--- src/rtl/rv_mem_pkg.sv ---
// Shared types and constants for the memory arbiter slice: FSM state
// encoding, requester identity and the memory word size in bytes.
package rv_mem_pkg;

  // Arbiter FSM: idle, or serving the instruction or data side
  typedef enum logic [1:0] {
    IDLE    = 2'd0,
    SERVE_I = 2'd1,
    SERVE_D = 2'd2
  } state_t;

  // Identity of a requester, also used as the round-robin history value
  typedef enum logic {
    GRANT_I = 1'b0,
    GRANT_D = 1'b1
  } grant_t;

  // Memory is word addressed in bytes; each beat moves one 32-bit word
  localparam int WORD_BYTES = 4;

endpackage

--- src/rtl/mem_arb_picker.sv ---
// Combinational winner selection between the I-cache and D-side requesters.
// Build option MEM_ARB_RR_EN: when defined, a tie goes to the requester that
// did not win last time (last_grant input present); when undefined, the data
// side always wins a tie and there is no history input at all.
module mem_arb_picker
  import rv_mem_pkg::*;
(
  input  logic   i_elig,
  input  logic   d_elig,
`ifdef MEM_ARB_RR_EN
  input  grant_t last_grant,
`endif
  output logic   any_req,
  output grant_t winner
);

  // Pick a winner from the eligible requests; a lone request always wins
  always_comb begin
    any_req = i_elig | d_elig;
    winner  = GRANT_I;
    if (i_elig && d_elig) begin
`ifdef MEM_ARB_RR_EN
      winner = (last_grant == GRANT_I) ? GRANT_D : GRANT_I;
`else
      winner = GRANT_D;
`endif
    end else if (d_elig) begin
      winner = GRANT_D;
    end
  end

endmodule

--- src/rtl/mem_arbiter.sv ---
// Two-port memory arbiter: I-cache line refills (BEATS-word read bursts) and
// D-side single-word writes or line reads share one memory port.
// Build option MEM_ARB_RR_EN: round-robin arbitration with a last_grant
// register; undefined gives fixed priority with D over I.
module mem_arbiter
  import rv_mem_pkg::*;
#(
  parameter int BEATS = 4,
  parameter int AW    = 32
) (
  input  logic          clk,
  input  logic          rst,
  input  logic          i_req,
  input  logic [AW-1:0] i_addr,
  output logic          i_rvalid,
  output logic [31:0]   i_rdata,
  output logic          i_done,
  input  logic          d_req,
  input  logic          d_we,
  input  logic [AW-1:0] d_addr,
  input  logic [31:0]   d_wdata,
  output logic          d_rvalid,
  output logic [31:0]   d_rdata,
  output logic          d_done,
  output logic          mem_req,
  output logic          mem_we,
  output logic [AW-1:0] mem_addr,
  output logic [31:0]   mem_wdata,
  input  logic          mem_ready,
  input  logic [31:0]   mem_rdata,
  output logic          waiting
);

  localparam int CW  = $clog2(BEATS);
  localparam int WB  = $clog2(WORD_BYTES);
  localparam int OFF = CW + WB;
  localparam logic [AW-1:0] LINE_MASK = {{(AW-OFF){1'b1}}, {OFF{1'b0}}};

  state_t        state;
  logic [CW-1:0] beat;
  logic [AW-1:0] base;
  logic          op_we;
  logic [31:0]   wdata_q;

  logic          i_elig;
  logic          d_elig;
  logic          any_req;
  grant_t        winner;
  logic          serving;
  logic          last_beat;
  logic [AW-1:0] sel_addr;
  logic          sel_we;
  logic [31:0]   sel_wdata;

`ifdef MEM_ARB_RR_EN
  grant_t        last_grant;
`endif

  // A requester whose burst is completing this cycle must not be re-granted
  assign i_elig = i_req & ~i_done;
  assign d_elig = d_req & ~d_done;

  mem_arb_picker u_picker (
    .i_elig     (i_elig),
    .d_elig     (d_elig),
`ifdef MEM_ARB_RR_EN
    .last_grant (last_grant),
`endif
    .any_req    (any_req),
    .winner     (winner)
  );

  assign serving   = (state != IDLE);
  assign last_beat = op_we | (beat == CW'(BEATS - 1));

  // Operands of the winning request; the I side only ever reads
  always_comb begin
    sel_addr  = i_addr;
    sel_we    = 1'b0;
    sel_wdata = '0;
    if (winner == GRANT_D) begin
      sel_addr  = d_addr;
      sel_we    = d_we;
      sel_wdata = d_wdata;
    end
  end

  // Memory port: beat words stay inside the line, writes use the raw address
  always_comb begin
    mem_req   = 1'b0;
    mem_we    = 1'b0;
    mem_addr  = '0;
    mem_wdata = '0;
    if (serving) begin
      mem_req   = 1'b1;
      mem_we    = op_we;
      mem_wdata = wdata_q;
      mem_addr  = op_we ? base : {base[AW-1:OFF], beat, {WB{1'b0}}};
    end
  end

  // Stall whenever a transfer is in flight or about to be granted
  assign waiting = ~rst & (serving | any_req);

  // Arbiter FSM with registered beat, data and completion outputs
  always_ff @(posedge clk or posedge rst) begin
    if (rst) begin
      state    <= IDLE;
      beat     <= '0;
      base     <= '0;
      op_we    <= 1'b0;
      wdata_q  <= '0;
      i_rvalid <= 1'b0;
      i_rdata  <= '0;
      i_done   <= 1'b0;
      d_rvalid <= 1'b0;
      d_rdata  <= '0;
      d_done   <= 1'b0;
`ifdef MEM_ARB_RR_EN
      last_grant <= GRANT_I;
`endif
    end else begin
      i_rvalid <= 1'b0;
      i_done   <= 1'b0;
      d_rvalid <= 1'b0;
      d_done   <= 1'b0;
      case (state)
        IDLE: begin
          if (any_req) begin
            state   <= (winner == GRANT_D) ? SERVE_D : SERVE_I;
            base    <= sel_we ? sel_addr : (sel_addr & LINE_MASK);
            op_we   <= sel_we;
            wdata_q <= sel_wdata;
            beat    <= '0;
`ifdef MEM_ARB_RR_EN
            last_grant <= winner;
`endif
          end
        end
        SERVE_I, SERVE_D: begin
          if (mem_ready) begin
            beat <= beat + 1'b1;
            if (state == SERVE_I) begin
              if (!op_we) begin
                i_rvalid <= 1'b1;
                i_rdata  <= mem_rdata;
              end
              i_done <= last_beat;
            end else begin
              if (!op_we) begin
                d_rvalid <= 1'b1;
                d_rdata  <= mem_rdata;
              end
              d_done <= last_beat;
            end
            if (last_beat) begin
              state <= IDLE;
            end
          end
        end
        default: state <= IDLE;
      endcase
    end
  end

endmodule
--- config.mk ---
export PLATFORM = sky130hd
export DESIGN_NAME = mem_arbiter
export DESIGN_NICKNAME = d
export VERILOG_FILES = /design/src/rtl/rv_mem_pkg.sv /design/src/rtl/mem_arb_picker.sv /design/src/rtl/mem_arbiter.sv
export SDC_FILE = /design/constraint.sdc
export NUM_CORES = 1
export LEC_CHECK = 0
export BUFFER_PORTS_ARGS = -buffer_cell sky130_fd_sc_hd__buf_2
export CORE_MARGIN = 2
export CORE_UTILIZATION = 51
export DETAILED_ROUTE_END_ITERATION = 16
export GPL_ROUTABILITY_DRIVEN = 0
export GPL_TIMING_DRIVEN = 0
export PLACE_DENSITY = 0.95
export SYNTH_ARGS = -nofsm -noshare
export SYNTH_HDL_FRONTEND = slang
export SYNTH_SLANG_ARGS = --single-unit
--- constraint.sdc ---
create_clock -name clk -period 6.8 [get_ports clk]
set_input_delay 0.34 -clock clk [delete_from_list [all_inputs] [get_ports clk]]
set_output_delay 0.34 -clock clk [all_outputs]
set_load 0.02 [all_outputs]
==> results of run 1 <==
==> cell families (layout without fill, tap and decap cells) <==
kind of cell             count (synthesis)  after routing  share of synthesized area [%]
flip-flops                             137            137                          56.91
AO/OA/AOI/OAI                           48             48                          6.791
buffers and inverters                   35            333                          3.634
multiplexers                           122            122                          22.76
other                                    0              1                              0
AND/OR/NAND/NOR                         87             87                          9.076
adder cells (fa/ha/maj)                  4              4                         0.8308
==> cells in the mapped netlist, drive strengths merged, types with 2 or more instances <==
| cell | n |
|---|---|
| nor3 | 3 |
| nor2b | 62 |
| inv | 5 |
| clkbuf | 9 |
| mux2 | 120 |
| nor3b | 2 |
| nor2 | 6 |
| a32o | 4 |
| mux2i | 2 |
| nand2 | 4 |
| and2 | 2 |
| nand2b | 2 |
| a22o | 33 |
| o21ai | 2 |
| nand3b | 2 |
| dfrtp | 137 |
| buf | 21 |
| a21oi | 2 |
| ha | 4 |
==> what timing repair did <==
action / in CTS / in global routing
resized for setup: 0 / 0
hold buffers: 1 / 0
endpoints found under the setup margin: 0 / 0
hold endpoints to repair: 36 / 0
==> per-stage QoR <==
| step | setup slack [ns] | cell area, um2 | cells | hold slack (ns) | total power, W |
|---|---|---|---|---|---|
| 6_report | 3.959 | 8218 | 875 | 0.1410 | 0.004481 |
| 5_1_grt | 3.737 | 8215 | 874 | 0.1323 | 0.004726 |
| 4_1_cts | 3.889 | 8215 | 874 | 0.1319 | 0.004517 |
| 3_5_place_dp | 4.335 | 7557 | 841 | 0.3628 | 0.003486 |
| 3_3_place_gp | 1.655 | 7525 | 840 | 0.4709 | 0.003375 |
| 2_1_floorplan | 2.792 | 6025 | 433 | 0.4577 | 0.002801 |
==> flip-flops by register name, indices dropped and copies added (netlist names) <==
name      count
base         32
d_done        1
i_rvalid      1
d_rdata      32
state         2
beat          2
i_done        1
op_we         1
d_rvalid      1
i_rdata      32
wdata_q      32
==> power breakdown <==
part	leakage, nW	switching (W)	total [W]	internal (W)
logic	2.15	0.00116	0.00204	0.000879
registers	1.67	0.000211	0.00143	0.00122
clock network	0.313	0.000352	0.00101	0.000656
total	4.13	0.00172	0.00448	0.00276
==> area by class of cell <==
cell class                 count  area (um2)  share of cell area [%]
clock buffer                  19       432.9                   5.268
clock inverter                13       215.2                   2.619
antenna                        1       2.502                 0.03045
inverter                       5       23.77                  0.2893
multi-input combinational    261        2377                   28.93
tap                          143       178.9                   2.177
sequential                   137        3428                   41.72
buffer                        30       200.2                   2.436
timing repair buffer         266        1359                   16.53
==> path summary, 6_finish.rpt <==
kind / start / end
min: d_wdata[3] / wdata_q[3]
max reg2reg: state[1] / beat[0]
min reg2reg: base[0] / base[0]
min in group asynchronous: rst / base[28]
max in group asynchronous: rst / i_rdata[22]
max: state[1] / mem_wdata[2]
==> per-layer routing <==
layer / global-route usage [%] / wire, um
met2: 44.79 / 8099
met1: 27.61 / 5936
met4: 8.618 / 284
met3: 8.261 / 1217
met5: 0 / 0
==> results.json, run 1 <==
{
  "cap_viol_max_count": 0,
  "synth_edf_count": 0,
  "clock_skew_ns": 0.01468,
  "cts_tree": "yes",
  "grt_remaining_overflow": 0,
  "cp.depth": 6,
  "post-route-period-util_pct": 41.78,
  "fin_tns_setup_ns": 0,
  "synth-seq-area-share_pct": 56.91,
  "initial_core_util_pct": 52.54,
  "synthCells": 433,
  "wl_mm": 15.54,
  "port_buffers": 264,
  "post_cts_buffers": 0,
  "antenna_left": 0,
  "cp.required_ns": 6.46,
  "hold_viol": 0,
  "avgRoutedWirePerCell_um": 17.76,
  "htree_levels": 4,
  "worst_path_max_delay_cell": "clkbuf_1",
  "antenna_found_initial": 0,
  "final_max_slew_viol_count": 0,
  "first_iter_violations": 235,
  "cp_top_family": "buffers and inverters",
  "clk_pin_slew_ns": 0.06,
  "crit_chain": "inv_1 > ha_1 > clkbuf_1 > clkbuf_1 > nor2b_1 > buf_2",
  "die_width_um": 112.7,
  "nFillCells": 782,
  "rrSetupSlack_ns": 4.86,
  "cts_made_buffers": 17,
  "coreArea_mm2": 0.01147,
  "setup_viol_count_final": 0,
  "grt_max_degree": 102,
  "layout-drive-gt1-share_pct": 58.14,
  "rsz0062_at_grt": "no",
  "ir_worst_vdd_mv": 0.3637,
  "crit_type": "reg -> out",
  "fmax_ghz": 0.3520,
  "path_max_fanout": 10,
  "synthArstFlopShare_pct": 100.0,
  "endpoint_kind": "output pin",
  "crit_path_start_kind": "flip-flop",
  "dieHeight_um": 112.7,
  "synth_nets": 571,
  "cp.arrival_ns": 2.50,
  "cp_common_cell": "clkbuf_1",
  "synth_top_area_share_pct": 56.91,
  "min_path_type": "in -> reg",
  "cp_slowest_stage_delay_ns": 0.48,
  "ys_ff_latch": 137,
  "grt_pass1_vias": 4891,
  "nNetsFinal": 856,
  "grt_usage_pct": 24.91,
  "yosysUniqueCellTypes": 37,
  "num_rows": 39,
  "p_leak_nw": 4.130,
  "yosysWarnings": 0,
  "clkLatencyLatePin_ns": 0.41,
  "worstHoldPathCells": 2,
  "synthFlopType": "dfrtp_1",
  "hpwlAfterDp_mm": 11.56,
  "slew_headroom_pct": 58.83,
  "mostFrequentLayoutCells": "buf_2 (274), dfrtp_1 (137), mux2_2 (104)",
  "ioPinCount": 269,
  "grt_pass1_wl_mm": 24.57,
  "final_common_cell": "buf_2",
  "r2r_cells": 6,
  "yosys-top-cells-area": "dfrtp_1 (57%), mux2_2 (19%), nor2b_1 (6.4%)",
  "cts-root-buf": "clkbuf_16",
  "outcome": "finished, final reports clean",
  "drc_errors": 0,
  "netlist_area_mm2": 0.006025,
  "avgSynthCellArea_um2": 13.91,
  "first_pass_iters": 6,
  "critical_path_buf_inv_count": 4,
  "dieArea_mm2": 0.01270,
  "tightest_slew_ns": 0.6128,
  "viasPerCell": 5.200,
  "post-route-min-period_ns": 2.841,
  "ctsLongestPathBuffers": 2,
  "post-route-util_pct": 71.66,
  "powerDensity_mw_per_mm2": 545.3,
  "synth_largest_area_cell": "dfrtp_1",
  "via_count": 4550,
  "cts_sinks": 137,
  "area_growth_pct": 36.41
}
(Power assumes the default switching activity.)
==> inputs of run 2 (changes only) <==
--- a/config.mk
+++ b/config.mk
@@ -7,11 +7,11 @@
 export LEC_CHECK = 0
 export BUFFER_PORTS_ARGS = -buffer_cell sky130_fd_sc_hd__buf_2
 export CORE_MARGIN = 2
-export CORE_UTILIZATION = 51
+export CORE_UTILIZATION = 47
 export DETAILED_ROUTE_END_ITERATION = 16
 export GPL_ROUTABILITY_DRIVEN = 0
 export GPL_TIMING_DRIVEN = 0
-export PLACE_DENSITY = 0.95
+export PLACE_DENSITY = 0.91
 export SYNTH_ARGS = -nofsm -noshare
 export SYNTH_HDL_FRONTEND = slang
 export SYNTH_SLANG_ARGS = --single-unit
==> constraint.sdc (replaced) <==
create_clock -name clk -period 2.7 [get_ports clk]
set_input_delay 0.135 -clock clk [delete_from_list [all_inputs] [get_ports clk]]
set_output_delay 0.135 -clock clk [all_outputs]
set_load 0.02 [all_outputs]
==> run 2 against run 1 <==
Clock skew shrank 0.0057 ns. Clock power grew 140%. Sequential share of layout area shrank 3.3 points. Non-clock buffer count grew 70. Utilization shrank 0.59 points. Cell count grew 11%. Worst setup slack lost 3.7 ns. Critical endpoint is now mem_addr[14]. Largest cell class unchanged. Largest power group unchanged.
==> results.json, run 2 (synthesis gave the netlist of run 1 again) <==
{
  "outcome": "finished, final reports clean",
  "layout-drive-gt1-share_pct": 53.68,
  "antenna_left": 0,
  "wl_mm": 17.06,
  "dp_cells": 872,
  "initial_core_util_pct": 47.93,
  "crit_start": "state[1]",
  "avgRoutedWirePerCell_um": 17.53,
  "drc_errors": 0,
  "crit_chain": "inv_1 > ha_1 > clkbuf_2 > clkbuf_1 > nor2b_1 > buf_2",
  "crit_type": "reg -> out",
  "cp_top_family": "buffers and inverters",
  "cts_made_buffers": 17,
  "slew_headroom_pct": 51.52,
  "tightest_slew_ns": 0.7257,
  "met1Wirelength_mm": 6.298,
  "via_count": 4888,
  "cap_viol_max_count": 0,
  "clkLatencyLatePin_ns": 0.42,
  "powerDensity_mw_per_mm2": 1263,
  "grt_remaining_overflow": 0,
  "hold_viol": 0,
  "fmax_ghz": 0.4174,
  "min_path_type": "in -> reg",
  "area_growth_pct": 48.27,
  "cp.required_ns": 2.57,
  "whs_ns": 0.01807,
  "final_max_slew_viol_count": 0,
  "viasPerCell": 5.024,
  "die_width_um": 117.2,
  "dieArea_mm2": 0.01374,
  "num_rows": 41,
  "final_area_mm2": 0.008932,
  "port_buffers": 264,
  "cts-root-buf": "clkbuf_16",
  "nNetsFinal": 926,
  "instances_no_fill": 973,
  "grt_max_degree": 42,
  "regArea_mm2": 0.003428,
  "antenna_cells": 0,
  "mostFrequentLayoutCells": "buf_2 (274), dfrtp_1 (137), mux2_2 (104)",
  "endpoint_kind": "output pin",
  "p_leak_nw": 4.422,
  "post-route-min-period_ns": 2.396,
  "top_layer": "met5",
  "ctsLongestPathBuffers": 2,
  "dieHeight_um": 117.2,
  "cp_slowest_stage_delay_ns": 0.40,
  "postPlaceCellArea_mm2": 0.007625,
  "crit_path_start_kind": "flip-flop",
  "path_max_fanout": 10,
  "critical_path_buf_inv_count": 4,
  "cts_tree": "yes",
  "htree_levels": 4,
  "final_common_cell": "buf_2",
  "cp.arrival_ns": 2.26,
  "worstHoldStart": "d_we",
  "ir_worst_vdd_mv": 0.8018,
  "nFillCells": 850,
  "rsz0062_at_grt": "no",
  "clock_skew_ns": 0.009030,
  "first_pass_iters": 4,
  "multi_input_area_mm2": 0.002377,
  "setup_viol_count_final": 0,
  "antenna_found_initial": 1,
  "ioPinCount": 269,
  "r2r-start": "state[1]",
  "grt_pass1_vias": 5035,
  "coreArea_mm2": 0.01257,
  "worst_path_max_delay_cell": "clkbuf_1",
  "wl_met2_mm": 8.966,
  "wl_met3_mm": 1.367,
  "clk_pin_slew_ns": 0.05,
  "post-route-period-util_pct": 88.73,
  "first_iter_violations": 248,
  "fin_tns_setup_ns": 0,
  "grt_usage_pct": 24.87,
  "cts_sinks": 137,
  "grt_pass1_wl_mm": 25.39,
  "post_cts_buffers": 0,
  "hpwlAfterDp_mm": 11.35
}
==> run 2: timing repair <==
action,CTS,global route
gates resized for setup,1,2
endpoints found under the setup margin,6,29
endpoints found under the hold margin,127,0
hold buffers,69,0
==> run 2: cell type report <==
class	count	share of cell area, %
sequential	137	38.38
multi-input combinational	261	26.61
timing repair buffer	336	23.20
clock buffer	21	5.267
tap	172	2.409
buffer	30	2.269
clock inverter	11	1.611
inverter	5	0.2521
==> run 2: path summary, 6_finish.rpt <==
path / endpoint / slack [ns] / cells past startpoint
max in group asynchronous: wdata_q[5] / 1.65 / 4
min in group asynchronous: base[15] / 0.40 / 3
setup reg to reg: wdata_q[4] / 0.75 / 7
hold reg to reg: base[21] / 0.49 / 1
hold / removal: op_we / 0.02 / 2
setup / recovery: mem_addr[14] / 0.30 / 6
==> run 2: worst reg2reg max path: stages, from the launching register on <==
cell and delay (ns):
dfrtp_1 0.36, inv_1 0.12, ha_1 0.35, inv_1 0.16, nor2_1 0.19, buf_2 0.25, buf_2 0.28, a22o_1 0.19
==> run 2: where the power goes <==
part	leakage, nW	switching (W)	internal (W)
logic	2.45	0.00298	0.00229
registers	1.67	0.000540	0.00308
clock network	0.303	0.000871	0.00152
total	4.42	0.00439	0.00689
==> run 2: routing by layer <==
metal  global-route usage (%)  vias up
li1                         -     2243
met1                    26.83     2371
met2                    44.67      231
met3                    8.239       41
met4                    10.43        2
met5                        0        -
==> run 2: metrics by stage <==
step | power, W | worst slack, ns | util (%)
floorplan | 0.007056 | 0.8579 | -
global route | 0.01193 | 0.1212 | 71.07
CTS | 0.01127 | 0.07806 | 71.06
finish | 0.01128 | 0.3043 | 71.07
global placement | 0.008556 | 0.02508 | 60.19
detailed placement | 0.008759 | 0.4306 | 60.67
==> inputs of run 3 (changes only) <==
--- a/config.mk
+++ b/config.mk
@@ -11,7 +11,8 @@
 export DETAILED_ROUTE_END_ITERATION = 16
 export GPL_ROUTABILITY_DRIVEN = 0
 export GPL_TIMING_DRIVEN = 0
-export PLACE_DENSITY = 0.91
+export PLACE_DENSITY = 0.8
 export SYNTH_ARGS = -nofsm -noshare
 export SYNTH_HDL_FRONTEND = slang
+export SYNTH_HIERARCHICAL = 1
 export SYNTH_SLANG_ARGS = --single-unit
==> run 3 against run 2 <==
Clock power rose by 7%. Cell count increased by 11%. Non-clock buffer count is 14 higher. Die area fell by 0.22%. Sequential power fell by 2%. Hold slack lost 0.0022 ns. Global-route usage rose by 0.48 points.
==> results.json, run 3 <==
{
  "cts_made_buffers": 17,
  "viasPerCell": 4.895,
  "worst_path_max_delay_cell": "clkbuf_1",
  "cts-root-buf": "clkbuf_16",
  "grt_max_degree": 40,
  "clock_skew_ns": 0.01491,
  "r2r_cells": 7,
  "crit_type": "reg -> out",
  "ioPinCount": 269,
  "outcome": "finished, final reports clean",
  "endpoint_kind": "output pin",
  "drc_errors": 0,
  "first_iter_violations": 395,
  "powerDensity_mw_per_mm2": 1218,
  "fmax_ghz": 0.4120,
  "final_common_cell": "buf_2",
  "die_width_um": 117.1,
  "grt_pass1_wl_mm": 26.20,
  "cp.depth": 6,
  "reg2reg_to": "base[19]",
  "crit_chain": "inv_1 > ha_1 > clkbuf_2 > clkbuf_1 > nor2b_1 > buf_2",
  "grt_pass1_vias": 5339,
  "crit_path_start_kind": "flip-flop",
  "avgRoutedWirePerCell_um": 15.78,
  "coreArea_mm2": 0.01257,
  "dieArea_mm2": 0.01371,
  "avgSynthCellArea_um2": 11.26,
  "min_path_type": "in -> reg",
  "cp_top_family": "buffers and inverters",
  "worstHoldEndpoint": "base[9]",
  "ys_top_cells_by_count": "dfrtp_1 (137), nand2_1 (94), nor2b_1 (64)",
  "antenna_found_initial": 0,
  "worstHoldPathCells": 3,
  "yosysWarnings": 6,
  "critical_path_buf_inv_count": 4,
  "rsz0062_at_grt": "no",
  "yosys-top-cells-area": "dfrtp_1 (57%), mux2_2 (11%), nor2b_1 (6.7%)",
  "ir_worst_vdd_mv": 0.6880,
  "crit_start": "state[1]",
  "synthArstFlopShare_pct": 100.0,
  "yosysUniqueCellTypes": 29,
  "synthCells": 534,
  "antenna_left": 0,
  "ys_ff_latch": 137,
  "cts_tree": "yes",
  "layout-drive-gt1-share_pct": 41.69,
  "worstHoldStart": "i_addr[9]",
  "netlist_area_mm2": 0.006011,
  "r2r-start": "d_done",
  "clkLatencyLatePin_ns": 0.42,
  "synth_top_area_share_pct": 57.04,
  "cp_slowest_stage_delay_ns": 0.42,
  "setup_viol_count_final": 0,
  "pre_cts_slack_ns": 0.4482,
  "rrSetupSlack_ns": 0.50,
  "mostFrequentLayoutCells": "buf_2 (275), dfrtp_1 (137), nand2_1 (94)",
  "cap_viol_max_count": 0,
  "dieHeight_um": 117.1,
  "grt_usage_pct": 25.35,
  "via_count": 5296,
  "grt_remaining_overflow": 0,
  "post_cts_buffers": 0,
  "path_max_fanout": 10,
  "post-route-period-util_pct": 89.90,
  "cts_sinks": 137,
  "first_pass_iters": 5,
  "hold_viol": 0,
  "synthFlopType": "dfrtp_1",
  "post-route-min-period_ns": 2.427,
  "synth_largest_area_cell": "dfrtp_1",
  "num_rows": 41,
  "initial_core_util_pct": 47.82,
  "hpwlAfterDp_mm": 11.43,
  "p_leak_nw": 4.695,
  "wl_mm": 17.08,
  "instances_no_fill": 1082,
  "htree_levels": 4,
  "slew_headroom_pct": 38.80,
  "nNetsFinal": 1034,
  "ctsLongestPathBuffers": 2,
  "tightest_slew_ns": 0.9161,
  "final_max_slew_viol_count": 0,
  "layout_setup_ws_ns": 0.2726,
  "synth_edf_count": 0,
  "port_buffers": 263,
  "synth-seq-area-share_pct": 57.04,
  "dp_cells": 972,
  "area_growth_pct": 50.48,
  "cp.required_ns": 2.57,
  "synth_nets": 672,
  "cp.arrival_ns": 2.29,
  "clk_pin_slew_ns": 0.06,
  "synth_most_common_cell": "dfrtp_1"
}
run 3: cell count changes in the layout (fill, tap and decap cells not counted), sizes merged, moves of 4 or more:
cell / previous run / this run
nand2: 4 / 95
a32o: 4 / 0
mux2i: 2 / 32
mux2: 120 / 64
nand3: 1 / 34
a22o: 33 / 4
dlygate4sd3: 69 / 77
o21ai: 2 / 32
clkbuf: 30 / 38
run 3: worst max path at each step:
stage / end / slack (ns)
floorplan: base[0] / 0.86
global placement: base[15] / -0.02
detailed placement: mem_wdata[1] / 0.45
CTS: mem_addr[18] / 0.04
global route: mem_addr[18] / 0.08
finish: mem_addr[18] / 0.27
run 3: layout make-up:
cell class	instances	area [um2]
fillers	896	3523
flip-flops and latches	137	3428
multi-input cells	353	2376
repair buffers	343	2147
clock buffers	21	470.5
well taps	172	215.2
clock inverters	11	192.7
plain buffers	37	182.7
inverters	7	30.03
diodes	1	2.502
run 3: per-layer routing:
layer,up-vias,GRT usage (%),wire length [um]
met4,0,13.25,500
met5,-,0,0
met3,43,6.231,918
met2,202,44.08,8946
met1,2544,29.02,6711
li1,2507,-,-
run 3: kinds of logic (layout without fill, tap and decap cells):
kind of cell	Yosys count	in the layout	synth area share, %
AOI/OAI and AO/OA	41	41	3.830
adders and majority gates	4	4	0.8327
buffers and inverters	44	419	3.435
DFF	137	137	57.04
muxes	96	96	17.32
other	0	1	0
and+or+nand+nor	212	212	17.55
run 3: what timing repair did:
item,4_1_cts,5_1_grt
hold endpoints to repair,142,0
gates resized for setup,1,2
hold buffers,77,0
endpoints found under the setup margin,10,21
run 3: power by group:
part	total [W]	switching, W	internal [W]
clock	0.00257	0.000856	0.00171
sequential	0.00354	0.000482	0.00306
combinational	0.00491	0.00298	0.00193
run 3: worst register-to-register path: stages (launching register included):
cell and delay, ns:
dfrtp_1 0.40, nor2b_1 0.14, clkbuf_1 0.09, buf_2 0.23, buf_2 0.35, mux2i_1 0.21, dlygate4sd3_1 0.57, o21ai_0 0.07
run 3: metrics by stage:
stage	utilization, %	cell area [um2]	power, W	hold slack, ns	TNS [ns]
floorplan	-	6015	0.006719	0.2667	0
global route	71.95	9042	0.01171	0.01730	0
detailed placement	60.52	7606	0.008348	0.3542	0
finish	71.97	9045	0.01102	0.01589	0
CTS	71.94	9041	0.01104	0.0008316	0
global placement	60.04	7546	0.008207	0.3519	-2.134
